[src/rtl/led_refresh_ctrl.sv]
// LED refresh controller: SFR-mapped shadow frame buffer, double-buffered
// into an active frame that is streamed pixel by pixel with a latch gap.
module led_refresh_ctrl #(
    parameter int NUM_LED      = 8,
    parameter int LATCH_CYCLES = 3000
) (
    input  logic        clk,
    input  logic        rst,
    input  logic [7:0]  sfr_addr,
    input  logic        sfr_wr,
    input  logic        sfr_rd,
    input  logic [7:0]  sfr_data_in,
    output logic [7:0]  sfr_data_out,
    output logic        led_sfr_cs,
    output logic [23:0] pix_data,
    output logic        pix_valid,
    input  logic        pix_ready,
    output logic        frame_busy
);

    localparam int LW = (LATCH_CYCLES > 1) ? $clog2(LATCH_CYCLES) : 1;

    typedef enum logic [1:0] {IDLE, LOAD, SEND, LATCH} state_t;

    state_t        state_q, state_d;
    logic          pending_q, pending_d;
    logic [2:0]    idx_q;
    logic          auto_q;
    logic [7:0]    red_q, grn_q;
    logic [7:0]    rdata_q, rdata_d;
    logic [2:0]    pix_cnt_q;
    logic [LW-1:0] lat_cnt_q;
    logic [23:0]   shadow_q [NUM_LED];
    logic [23:0]   active_q [NUM_LED];

    logic wr_ctl, commit, hs, last_pix, lat_done;

    assign led_sfr_cs = (sfr_addr >= 8'hC2) && (sfr_addr <= 8'hC6);
    assign wr_ctl     = sfr_wr && (sfr_addr == 8'hC2);
    assign commit     = wr_ctl && sfr_data_in[4];
    assign hs         = pix_valid && pix_ready;
    assign last_pix   = (pix_cnt_q == 3'(NUM_LED - 1));
    assign lat_done   = (lat_cnt_q == LW'(LATCH_CYCLES - 1));

    always_ff @(posedge clk) begin
        if (rst) begin
            state_q   <= IDLE;
            pending_q <= 1'b0;
        end else begin
            state_q   <= state_d;
            pending_q <= pending_d;
        end
    end

    always_comb begin
        state_d = state_q;
        unique case (state_q)
            IDLE:    if (commit || pending_q) state_d = LOAD;
            LOAD:    state_d = SEND;
            SEND:    if (hs && last_pix) state_d = LATCH;
            LATCH:   if (lat_done) state_d = (pending_q || auto_q) ? LOAD : IDLE;
            default: state_d = IDLE;
        endcase
    end

    // Entering LOAD consumes the pending flag; a commit seen outside IDLE
    // wins so that it always produces one more frame.
    always_comb begin
        pending_d = pending_q;
        if (state_d == LOAD) pending_d = 1'b0;
        if (commit && (state_q != IDLE)) pending_d = 1'b1;
    end

    always_comb begin
        pix_valid  = (state_q == SEND);
        pix_data   = (state_q == SEND) ? active_q[pix_cnt_q] : 24'h0;
        frame_busy = (state_q != IDLE);
    end

    always_ff @(posedge clk) begin
        if (rst) begin
            pix_cnt_q <= '0;
            lat_cnt_q <= '0;
        end else begin
            if (state_q == LOAD) pix_cnt_q <= '0;
            else if ((state_q == SEND) && hs)
                pix_cnt_q <= last_pix ? 3'd0 : pix_cnt_q + 3'd1;
            if ((state_q == LATCH) && !lat_done) lat_cnt_q <= lat_cnt_q + 1'b1;
            else lat_cnt_q <= '0;
        end
    end

    always_ff @(posedge clk) begin
        if (rst) begin
            idx_q  <= '0;
            auto_q <= 1'b0;
            red_q  <= '0;
            grn_q  <= '0;
            for (int i = 0; i < NUM_LED; i++) begin
                shadow_q[i] <= '0;
                active_q[i] <= '0;
            end
        end else begin
            if (sfr_wr) begin
                case (sfr_addr)
                    8'hC2: begin
                        idx_q  <= sfr_data_in[2:0];
                        auto_q <= sfr_data_in[5];
                    end
                    8'hC3: red_q <= sfr_data_in;
                    8'hC4: grn_q <= sfr_data_in;
                    8'hC5: begin
                        shadow_q[idx_q] <= {grn_q, red_q, sfr_data_in};
                        idx_q <= (idx_q == 3'(NUM_LED - 1)) ? 3'd0 : idx_q + 3'd1;
                    end
                    default: ;
                endcase
            end
            if (state_q == LOAD) begin
                for (int i = 0; i < NUM_LED; i++) active_q[i] <= shadow_q[i];
            end
        end
    end

    always_comb begin
        case (sfr_addr)
            8'hC2:   rdata_d = {2'b00, auto_q, 2'b00, idx_q};
            8'hC6:   rdata_d = {6'b0, pending_q, frame_busy};
            default: rdata_d = 8'h00;
        endcase
    end

    always_ff @(posedge clk) begin
        if (rst) rdata_q <= 8'h00;
        else if (sfr_rd) rdata_q <= rdata_d;
    end

    assign sfr_data_out = rdata_q;

endmodule

[config.mk]
export PLATFORM = sky130hd
export DESIGN_NAME = led_refresh_ctrl
export DESIGN_NICKNAME = d
export VERILOG_FILES = /design/src/rtl/led_refresh_ctrl.sv
export SDC_FILE = /design/constraint.sdc
export NUM_CORES = 1
export LEC_CHECK = 0
export CAP_MARGIN = 20
export CORE_ASPECT_RATIO = 1.25
export CORE_MARGIN = 3
export CORE_UTILIZATION = 50
export DETAILED_ROUTE_END_ITERATION = 7
export GPL_TIMING_DRIVEN = 0
export HOLD_SLACK_MARGIN = 0.03
export PLACE_DENSITY = 0.63
export REMOVE_ABC_BUFFERS = 1
export SLEW_MARGIN = 25
export SYNTH_ARGS = -nofsm -noshare
export SYNTH_HDL_FRONTEND = slang
export SYNTH_SLANG_ARGS = --single-unit
[constraint.sdc]
create_clock -name clk -period 13.98 [get_ports clk]
set_clock_uncertainty 0.1 [all_clocks]
set_input_delay 2.796 -clock clk [delete_from_list [all_inputs] [get_ports clk]]
set_output_delay 2.796 -clock clk [all_outputs]
set_load 0.02 [all_outputs]
Yosys cells after proc, flatten, opt, wreduce, memory -nomap -nowiden
Memories as Yosys holds them, arrays and structs flattened. A register that Yosys moved wholly into a read port is not among the register bits.
Index checks and enable logic that the tools add are counted.
{"block": "totals", "reg_bits": 46, "ramBits": 384, "out_inout_bits": 35, "wordCells": 93, "memories": 2}
{"block": "op_classes", "addsub": 3, "order_cmp": 2, "eq_ne": 12, "mux": 34, "n_bitwise": 9, "n_reduce_logical": 22}
{"name": "active_q", "words": 8, "word_bits": 24, "read_ports": 1, "rd_clocked_by_memory_dff": 1, "write_ports": 8, "line": "34", "source": "logic [23:0] active_q [NUM_LED];"}
{"name": "shadow_q", "words": 8, "word_bits": 24, "read_ports": 8, "rd_clocked_by_memory_dff": 0, "write_ports": 8, "line": "33", "source": "logic [23:0] shadow_q [NUM_LED];"}
{"cell": "24-bit two-way mux", "n": 10}
{"cell": "8-bit equality test, second input constant", "n": 5}
{"cell": "24-bit OR reduction", "n": 1}
{"cell": "3-bit two-way mux", "n": 5}
{"cell": "1-bit two-way mux", "n": 13}
{"cell": "12-bit by 1-bit adder with 12-bit output, second input constant", "n": 1}
{"cell": "12-bit equality test, second input constant", "n": 1}
{"cell": "6-bit one-hot mux with 2 select lines", "n": 1}
{"cell": "8-bit greater-or-equal comparator, second input constant", "n": 1}
{"cell": "8-bit less-or-equal comparator, second input constant", "n": 1}
{"cell": "1-bit logical AND", "n": 8}
{"cell": "1-bit OR", "n": 8}
{"cell": "2-bit one-hot mux with 4 select lines", "n": 1}
{"cell": "2-bit AND reduction", "n": 4}
{"cell": "3-bit by 1-bit adder with 3-bit output, second input constant", "n": 2}
{"cell": "3-bit equality test, second input constant", "n": 2}
{"cell": "2-bit two-way mux", "n": 3}
{"cell": "3-bit one-hot mux with 2 select lines", "n": 1}
{"cell": "2-bit nonzero test", "n": 3}
{"cell": "2-bit by 1-bit equality test with 1-bit output, second input constant", "n": 2}
{"cell": "2-bit equality test, second input constant", "n": 2}
{"cell": "2-bit OR reduction", "n": 2}
{"cell": "2-bit zero test", "n": 1}
{"cell": "1-bit logical OR", "n": 2}
{"cell": "other kinds (2)", "n": 2}

Logic depth before layout (Yosys ltp)
{"block": "depth", "ltp_word": 9, "mapped_depth": 6}

Worst setup path after synthesis
Ideal clock, no wire load.
{"block": "synth_timing", "kind": "input to register", "startpoint": "input port rst", "endpoint": "memory active_q[0][0] (enable)", "setup_time_ps": 556, "arrival_ps": 6859, "required_time_ps": 13324, "setup_slack_ps": 6465, "cell_stages": 2, "cell_sequence": "clkbuf_8 -> a21o_1"}
{"element": "start: declaration", "line": "8", "source": "input logic rst,"}
{"element": "end: declaration", "line": "34"}

Worst setup path after layout
{"block": "layout_timing", "startpoint": "input port sfr_addr[7]", "endpoint": "output port led_sfr_cs"}
{"block": "layout_via", "elab_chain_len": 2, "elab_cells_between_ends": 3, "classes_between": "2 x order compare; 1 x reduce/logical"}
{"element": "start: declaration", "line": "9", "source": "input logic [7:0] sfr_addr,"}
{"element": "8-bit greater-or-equal comparator or 8-bit less-or-equal comparator (tied branches)", "line": "38", "source": "assign led_sfr_cs = (sfr_addr >= 8'hC2) && (sfr_addr <= 8'hC6);"}
{"element": "1-bit logical AND (*)", "line": "38"}
{"element": "end: declaration", "line": "14", "source": "output logic led_sfr_cs,"}
Mark *: on every way between the ends. The rest lies on a longest branch, timed or not.

==> summary.txt <==
Run status
  – Status: complete, no violations

Synth
  – Post-synthesis cell type count: 57
  – Post-synthesis xor/xnor area fraction: less than 1%
  – Post-synthesis simple-gate area fraction: between 10% and 20%
  – Post-synth EDFFs: 384
  – Mux share of post-synthesis cell area: 8.44%
  – Cell area after synthesis: 17800 sq um
  – Synth async-reset ratio: 0%
  – Register area share after synthesis: between 60 and 70%
  – Top cell type's share of synthesized area: about 65%
  – Largest family of logic cells by synthesized area: simple AND/OR/NAND/NOR gates
  – Synth warn: 0
  – Mapped Cells: 1157
  – Main flop type after synthesis: edfxtp_1
  – Syn avg cell area: 15.4 sq um
  – Leading area contributor after synthesis: edfxtp_1
  – Post-Synth Adder-Cell Area: less than 1%
  – Synth top area cells: edfxtp_1, and2_1, mux4_2, dfxtp_1, mux2i_1
  – Post-synthesis register bit count: between 400 and 500
  – Compound-gate portion of the synthesized area: less than 1%

Routing
  – Via count: between 8k and 9k
  – Final wirelength: roughly 35 mm
  – 1st-pass router iterations: 7
  – Routed vias/inst: roughly 5.2
  – Post-DR wirelength/cell: 20.4 microns
  – DR iter-0 viols: ~640
  – Post-route DRC: 0
  – Number of routed nets with antenna violations: 0

Critical path
  – CP dominant cell by count: clkdlybuf4s50_1
  – Required @ worst endpoint: between 10 and 15 ns
  – Critical path cell sequence: clkdlybuf4s50_1 -> nor2b_1 -> nand3_1 -> nor2_1 -> clkdlybuf4s50_1
  – Crit Path Class: in -> out
  – Setup crit end kind: output port
  – CP startpoint: sfr_addr[7]
  – WP buf/inv: 2
  – Critical-path maximum fanout: 7
  – CP startpoint kind: primary input
  – Reg-to-Reg Start: idx_q[2]
  – CP top delay family: buffers and inverters
  – Slowest stage delay, CP: 0.61 ns
  – Crit-path slowest cell: clkdlybuf4s50_1
  – Worst Path Arrival: between 4 and 5 ns

Clocking
  – Post-CTS Setup Bufs: 0
  – Hold Buf Count CTS: 0
  – CTS tree: yes
  – Clock-pin transition on the worst setup and hold timing paths: roughly 0.05 ns
  – Worst-Skew Late Latency: roughly 0.53 ns
  – Root buffer cell: clkbuf_16
  – Post-CTS sizing: 0
  – CTS buffer count: 41
  – Clk sink count: about 430
  – CTS max path bufs: 3
  – H-tree depth: 2

Floorplanning
  – Die H: 217 microns
  – Initial core utilization: between 50% and 60%
  – Core Area: ~35000 sq um
  – I/O pin count: between 50 and 60
  – Die footprint: between 30000 and 40000 sq um
  – Chip width: about 170 microns
  – # rows: 76

Worst hold path
  – Hold_sp: lat_cnt_q[0]
  – Worst hold path class: reg -> reg

Global route
  – Largest net degree at the start of global routing: 61
  – Global Route Usage Sum: 18.9%
  – Grt total ovfl: 0
  – Number of global-route vias before repair: 9156
  – First-pass GRT wire length: around 54 mm
  – Initial antenna violation count: 0

Timing
  – Unrepaired setup endpoints after global routing: false
  – Worst-Margin Slew: 1.00 ns
  – Setup TNS: 0 ns
  – Final min period: between 7 and 8 ns
  – Slew Limit Fails: 0
  – Relative max-transition margin: between 30% and 40%
  – Fmax: approximately 130 MHz
  – Final Hold Viols: 0
  – # setup viols final: 0
  – Post-route clock period utilization: roughly 55%
  – Worst hold margin: 0.358 ns

Placed design
  – Placed cell area: 19100 sq um
  – Final GP Congestion: between 0.7 and 0.8
  – Post-placement cell count: roughly 1.6k
  – Final HPWL DP: between 15 and 20 mm
  – Port bufs: between 50 and 60

Finish
  – Synth-to-layout area growth: 14.8%
  – Register area: between 10000 and 15000 sq um
  – Layout cells sized above 1: a little over an eighth
  – Most common cell after layout, fill and taps aside: edfxtp_1
  – Non-filler cells, final: about 1.7k
  – Diodes inserted: 0
  – Filler cells: 2745
  – Multi-input logic area: approximately 5000 sq um
  – Nets: between 1k and 1.5k
  – Design Area, Final: between 20000 and 25000 sq um
  – Most frequent cells in the layout: edfxtp_1, and2_1, nor2_1, nor2b_1, clkdlybuf4s50_1

Run
  – MaxCap Viol Count: 0

Pwr
  – Peak VDD IR: 0.105 mV
  – Power consumption: 0.00270 W
  – Leakage: ~7.4 nW
  – PwrDens: 132 nW/um^2
flip-flops by register name (all words and copies together), names as in the netlist, named ones only:
| register | cells |
|---|---|
| active_q | 192 |
| shadow_q | 192 |
| auto_q | 1 |
| grn_q | 8 |
| state_q | 2 |
| pending_q | 1 |
| idx_q | 3 |
| pix_cnt_q | 3 |
| red_q | 8 |
| lat_cnt_q | 12 |
| sfr_data_out | 4 |
where the power goes:
group | internal [W] | total, W | switching, W
Clock | 0.000646 | 0.00110 | 0.000456
Combinational | 0.0000497 | 0.000126 | 0.0000762
Sequential | 0.00146 | 0.00147 | 0.0000158
Total | 0.00215 | 0.00270 | 0.000548
synth_stat cells (3+ instances only):
cell      count
edfxtp_1    384
and2_1      338
nor2_1       65
nor2b_1      50
mux4_2       48
dfxtp_1      45
mux2i_1      42
clkbuf_1     35
clkbuf_2     14
nand2_1      14
nand3_1      12
buf_2         9
or2_2         8
a21oi_1       7
xor2_1        7
buf_4         5
ha_1          5
inv_1         5
nand2b_1      5
o21ai_0       4
and4bb_2      3
nand4_1       3
nand4_2       3
nor2_2        3
xnor2_1       3
final cells by class:
cell class	instances	area share [%]
clock buffer	59	5.81
timing repair buffer	73	4.60
clock inverter	17	0.772
tap	468	2.87
sequential	429	60.9
inverter	5	0.0919
multi-input combinational	658	24.9
metrics by stage:
stage,utilization (%),setup slack (ns)
floorplan,-,6.60
finish,58.7,6.36
detailed placement,54.8,6.34
global placement,53.3,1.81
global route,58.7,6.24
CTS,58.7,6.33
final timing paths:
check / endpoint / slack, ns / cells after the start
worst max-delay path: led_sfr_cs / 6.36 / 5
worst min-delay path: lat_cnt_q[0] / 0.36 / 1
worst min register to register: lat_cnt_q[0] / 0.36 / 1
worst max register to register: shadow_q[3][20] / 11.09 / 4
per-layer routing:
metal  track usage [%]  routed length [microns]  vias up
li1                  -                        -     4229
met1              24.3                    14600     4437
met2              33.5                    18200      157
met3              2.60                     1220       59
met4              5.64                      902        0
met5                 0                        0        -
kinds of logic (layout without fill, tap and decap cells):
logic type / after synthesis / after routing
simple gates: 529 / 529
flops: 429 / 429
mux: 90 / 90
buf+inv: 73 / 154
compound gates: 20 / 20
xor+xnor: 10 / 10
fa+ha+maj: 5 / 5
other cells: 1 / 4
Power figures use the tool's default switching activity.
